<file path="src/rtl/div_pkg.sv">
// Shared types and helpers for the sequential divider slice.
package div_pkg;

  typedef enum logic [1:0] {
    IDLE = 2'd0,
    BUSY = 2'd1,
    FIX  = 2'd2,
    DONE = 2'd3
  } div_state_e;

  localparam int unsigned W_DEF = 32;

  // Iteration counter width; it must be able to hold W-1.
  function automatic int unsigned cnt_width(input int unsigned w);
    return (w > 2) ? $clog2(w) : 1;
  endfunction

  localparam int unsigned CNT_W = cnt_width(W_DEF);

endpackage

</file>
<file path="src/rtl/cla.sv">
// Parallel-prefix carry-lookahead adder: o_s = i_a + i_b + i_cin, o_cout is the carry out of the MSB.
module cla #(
  parameter int unsigned W = 32
) (
  input  logic [W-1:0] i_a,
  input  logic [W-1:0] i_b,
  input  logic         i_cin,
  output logic [W-1:0] o_s,
  output logic         o_cout
);

  logic [W-1:0] p0;
  logic [W-1:0] g;
  logic [W-1:0] p;
  logic [W-1:0] gn;
  logic [W-1:0] pn;
  logic [W-1:0] carries;

  // After the prefix tree, g[i]/p[i] are the group generate/propagate of bits i..0.
  always_comb begin
    p0 = i_a ^ i_b;
    g  = i_a & i_b;
    p  = p0;
    gn = '0;
    pn = '0;
    for (int unsigned lvl = 0; (32'd1 << lvl) < W; lvl++) begin
      gn = g;
      pn = p;
      for (int unsigned i = (32'd1 << lvl); i < W; i++) begin
        gn[i] = g[i] | (p[i] & g[i - (32'd1 << lvl)]);
        pn[i] = p[i] & p[i - (32'd1 << lvl)];
      end
      g = gn;
      p = pn;
    end
  end

  assign carries = g | (p & {W{i_cin}});
  assign o_cout  = carries[W-1];
  assign o_s     = p0 ^ {carries[W-2:0], i_cin};

endmodule

</file>
<file path="src/rtl/seq_div.sv">
// Multi-cycle radix-2 restoring divider, signed or unsigned per request, valid/ready on both sides.
module seq_div
  import div_pkg::*;
#(
  parameter int unsigned W = 32
) (
  input  logic         clk,
  input  logic         arst_n,
  input  logic         i_vld,
  output logic         o_rdy,
  input  logic [W-1:0] i_a,
  input  logic [W-1:0] i_b,
  input  logic         i_signed,
  output logic         o_vld,
  input  logic         i_rdy,
  output logic [W-1:0] o_q,
  output logic [W-1:0] o_r
);

  localparam int unsigned CW = cnt_width(W);

  div_state_e    state;
  div_state_e    state_nx;
  logic [CW-1:0] cnt;
  logic [W-1:0]  a_q;
  logic [W-1:0]  b_q;
  logic [W-1:0]  p_q;
  logic          neg_q_f;
  logic          neg_r_f;

  logic [W-1:0]  a_mag;
  logic [W-1:0]  b_mag;
  logic [W-1:0]  shifted;
  logic [W:0]    t_sum;
  logic          no_borrow;
  logic          unused_sum_msb;

  assign a_mag = (i_signed && i_a[W-1]) ? -i_a : i_a;
  assign b_mag = (i_signed && i_b[W-1]) ? -i_b : i_b;

  // P never reaches bit W-1 before a shift, so dropping P[W-1] here is lossless.
  assign shifted = {p_q[W-2:0], a_q[W-1]};

  cla #(.W(W + 1)) u_sub (
    .i_a    ({1'b0, shifted}),
    .i_b    (~{1'b0, b_q}),
    .i_cin  (1'b1),
    .o_s    (t_sum),
    .o_cout (no_borrow)
  );

  // The sum MSB is just the borrow flag again; carry-out already covers it.
  assign unused_sum_msb = t_sum[W];

  always_ff @(posedge clk or negedge arst_n) begin
    if (!arst_n) begin
      state <= IDLE;
    end else begin
      state <= state_nx;
    end
  end

  always_comb begin
    state_nx = state;
    o_rdy    = 1'b0;
    o_vld    = 1'b0;
    case (state)
      IDLE: begin
        o_rdy = 1'b1;
        if (i_vld) begin
          state_nx = (i_b == '0) ? DONE : BUSY;
        end
      end
      BUSY: begin
        if (cnt == '0) begin
          state_nx = FIX;
        end
      end
      FIX: begin
        state_nx = DONE;
      end
      DONE: begin
        o_vld = 1'b1;
        if (i_rdy) begin
          state_nx = IDLE;
        end
      end
      default: begin
        state_nx = IDLE;
      end
    endcase
  end

  always_ff @(posedge clk or negedge arst_n) begin
    if (!arst_n) begin
      cnt     <= '0;
      a_q     <= '0;
      b_q     <= '0;
      p_q     <= '0;
      neg_q_f <= 1'b0;
      neg_r_f <= 1'b0;
      o_q     <= '0;
      o_r     <= '0;
    end else begin
      case (state)
        IDLE: begin
          if (i_vld) begin
            neg_q_f <= i_signed & (i_a[W-1] ^ i_b[W-1]);
            neg_r_f <= i_signed & i_a[W-1];
            if (i_b == '0) begin
              o_q <= '1;
              o_r <= i_a;
            end else begin
              a_q <= a_mag;
              b_q <= b_mag;
              p_q <= '0;
              cnt <= CW'(W - 1);
            end
          end
        end
        BUSY: begin
          a_q <= {a_q[W-2:0], no_borrow};
          p_q <= no_borrow ? t_sum[W-1:0] : shifted;
          if (cnt != '0) begin
            cnt <= cnt - CW'(1);
          end
        end
        FIX: begin
          o_q <= neg_q_f ? -a_q : a_q;
          o_r <= neg_r_f ? -p_q : p_q;
        end
        default: begin
        end
      endcase
    end
  end

endmodule

</file>
<file path="config.mk">
export PLATFORM = sky130hd
export DESIGN_NAME = seq_div
export DESIGN_NICKNAME = d
export VERILOG_FILES = /design/src/rtl/div_pkg.sv /design/src/rtl/cla.sv /design/src/rtl/seq_div.sv
export SDC_FILE = /design/constraint.sdc
export NUM_CORES = 1
export LEC_CHECK = 0
export BUFFER_PORTS_ARGS = -buffer_cell sky130_fd_sc_hd__clkbuf_2
export CAP_MARGIN = 20
export CELL_PAD_IN_SITES_DETAIL_PLACEMENT = 0
export CELL_PAD_IN_SITES_GLOBAL_PLACEMENT = 1
export CORE_AREA = 5 5 171 173
export CTS_BUF_LIST = sky130_fd_sc_hd__clkbuf_4 sky130_fd_sc_hd__clkbuf_8 sky130_fd_sc_hd__clkbuf_16
export DETAILED_ROUTE_END_ITERATION = 6
export DIE_AREA = 0 0 176 178
export GPL_TIMING_DRIVEN = 0
export HOLD_SLACK_MARGIN = 0.06
export PLACE_DENSITY = 0.81
export SETUP_SLACK_MARGIN = 0.5
export SYNTH_ARGS = -nofsm -noshare
export SYNTH_HDL_FRONTEND = slang
export SYNTH_HIERARCHICAL = 1
export SYNTH_SLANG_ARGS = --single-unit
</file>
<file path="constraint.sdc">
create_clock -name clk -period 4.5 [get_ports clk]
set_clock_uncertainty 0.15 [all_clocks]
set_input_delay 1.125 -clock clk [delete_from_list [all_inputs] [get_ports clk]]
set_output_delay 1.125 -clock clk [all_outputs]
set_load 0.02 [all_outputs]
</file>
==> metrics.md <==
| Metric | Value |
|---|---|
| Slowest cell on the critical path | `dfrtp_1` |
| Hold Vio Cnt, Final | `0` |
| Crit path buffers/inverters | `2` |
| Gp weighted congestion | `0.898` |
| Leak | `6.17 nW` |
| Layout overhead on the synthesized area | `14.4%` |
| Routed vias/inst | `5.62` |
| Core Rows | `61` |
| Routed WL per cell | `18.4 um` |
| Number of global-route vias before repair | `10800` |
| Clock power share | `12.6%` |
| Switching power total | `0.00599 W` |
| CP arrival | `3.97 ns` |
| CP endpoint kind | `flip-flop` |
| Sw frac | `51.5%` |
| Drt pass-1 iters | `6` |
| Worst Max-Slew Pin Slew | `0.823 ns` |
| Num ports | `135` |
| Fin. max-slew vios | `0` |
| Status | `completed` |
| Final setup margin | `0.681 ns` |
| CP max stage delay | `0.50 ns` |
| Initial Util | `44.2%` |
| Hold slack | `0.325 ns` |
| P_int | `0.00564 W` |
| CTS Buffer Depth | `2` |
| Peak supply drop | `0.363 mV` |
| Clk Latency, worst-skew pair | `0.44 ns` |
| Final WL | `36100 um` |
| Power per cell area | `837 nW/um^2` |
| Clock sinks | `169` |
| CP startpoint kind | `flip-flop` |
| DR vias | `11000` |
| Starting DRT DRC Count | `745` |
| H-tree depth | `4` |
| Min-delay worst type | `reg2reg` |
| Syn_area_per_cell | `8.39 um^2` |
| Mapped cell area | `12200 um^2` |
| Core box area | `27500 um^2` |
| Cell family contributing the most delay on the critical path | `compound AO/OA/AOI/OAI gates` |
| Root Driver | `clkbuf_16` |
| Number of nets still failing antenna checks after routing | `0` |
| Post-place setup slack | `-0.0208 ns` |
| CP required | `4.65 ns` |
| Critical Path, Cell by Cell | `ha_1 > o21ai_0 > o21ai_1 > a211oi_2 > a21oi_2 > a21oi_1 > o31ai_2 > a21o_1 > clkbuf_2 > buf_2 > mux2i_1 > o31ai_1` |
| DP HPWL | `28900 um` |
| First-pass GRT wire length | `58300 um` |
| Pwr Total | `0.0116 W` |
| Nets@finish | `1719` |
| Final setup vio count | `0` |
| CTS tree | `done` |
| Total of max-cap violations | `0` |
| Tcrit/Tclk final | `84.9%` |
| Unrepaired setup endpoints after global routing | `no` |
| # diodes | `0` |
| Initial antenna violation count | `0` |
| Port buffer count | `134` |
| Die height | `178 um` |
| CP Class | `reg2reg` |
| Minimum clock period | `3.82 ns` |
| Max Fclk | `0.262 GHz` |
| Clk slew on worst S/H paths | `0.07 ns` |
| Final Util | `50.6%` |
| Register share of total power | `24.8%` |
| Layout cells sized above 1 | `14.8%` |
| Fin Setup TNS | `0 ns` |
| Die area | `31300 um^2` |
| Max FO, Critical Path | `10` |
| Cells after Synth | `1449` |
| Largest net degree at the start of global routing | `100` |
| Drt drc | `0` |
| CTS Buf Count | `17` |
| Worst relative slew slack | `44.7%` |
| GRT Util Overall | `23.2%` |
| Layout fillers | `2714` |
| Gr ovfl total | `0` |
| Warnings from Yosys | `6` |
| Combinational power share | `62.6%` |
| Die width | `176 um` |
## placed cells by master (no fill, tap or decap), types with 6 or more instances in the layout
cell / instances
a211oi_1: 15
a21o_1: 19
a21oi_1: 94
a31oi_1: 21
and2_1: 7
buf_2: 24
buf_4: 9
clkbuf_1: 48
clkbuf_16: 17
clkbuf_2: 134
dfrtp_1: 169
ha_1: 43
inv_1: 65
inv_8: 6
mux2i_1: 72
nand2_1: 184
nand2b_1: 7
nand3_1: 11
nand4_1: 17
nor2_1: 105
nor2b_1: 9
nor3_1: 32
nor4_1: 19
o21ai_0: 136
o21ai_1: 14
o31ai_1: 57
o41ai_1: 13
or3_1: 12
or4_1: 11
xnor2_1: 67
xor2_1: 71
## state kept, by name, indices dropped and copies added (netlist names)
| register | flops |
|---|---|
| cnt | 5 |
| o_r | 32 |
| neg_q_f | 1 |
| state | 2 |
| a_q | 32 |
| o_q | 32 |
| b_q | 32 |
| p_q | 32 |
| neg_r_f | 1 |
## cell type report
class	instances	area, um^2	share of cell area, %
Multi-Input combinational cell	1126	7280	52.4
Clock buffer	17	425	3.06
Timing Repair Buffer	135	707	5.09
Clock inverter	15	149	1.07
Tap cell	346	433	3.11
Inverter	67	251	1.81
Sequential cell	169	4230	30.4
Buffer	90	425	3.06
## layer usage
layer / global-route usage (%) / share of wire (%) / up-vias
li1: - / - / 5485
met1: 29.1 / 43 / 5208
met2: 41.8 / 50 / 300
met3: 2.88 / 4.2 / 56
met4: 7.15 / 2.5 / 0
met5: 0 / 0 / -
## tightest hold or removal path, cell delays in order (launching register included)
cell and delay (ns):
dfrtp_1 0.35, nand2_1 0.05, nand2_1 0.05
## through the flow
step / instances / cell area, um^2
after floorplan: 1452 / 12200
after global placement: 1932 / 13300
after detailed placement: 1933 / 13300
after CTS: 1965 / 13900
after global routing: 1965 / 13900
final: 1965 / 13900
## what timing repair did
action / 4_1_cts / 5_1_grt
resized for setup: 4 / 8
hold buffers: 0 / 0
buffers inserted: 0 / 0
pin swaps: 0 / 0
setup endpoints to repair: 60 / 31
## path summary, 6_finish.rpt
| path | end | start | slack (ns) | cells after the start |
|---|---|---|---|---|
| hold reg to reg | o_r[31] | o_r[31] | 0.33 | 2 |
| setup / recovery | p_q[18] | p_q[0] | 0.68 | 12 |
| hold / removal | o_r[31] | o_r[31] | 0.33 | 2 |
| max in group asynchronous | p_q[0] | arst_n | 2.76 | 2 |
| min in group asynchronous | o_q[10] | arst_n | 0.61 | 1 |
| setup reg to reg | p_q[18] | p_q[0] | 0.68 | 12 |
## power groups by stage
stage / Combinational, W / Sequential [W] / Clock [W]
6_report: 0.00728 / 0.00289 / 0.00146
5_1_grt: 0.00809 / 0.00298 / 0.00156
4_1_cts: 0.00726 / 0.00288 / 0.00149
3_5_place_dp: 0.00723 / 0.00291 / 0
3_3_place_gp: 0.00715 / 0.00288 / 0
2_1_floorplan: 0.00516 / 0.00294 / 0
Power figures use the tool's default switching activity.
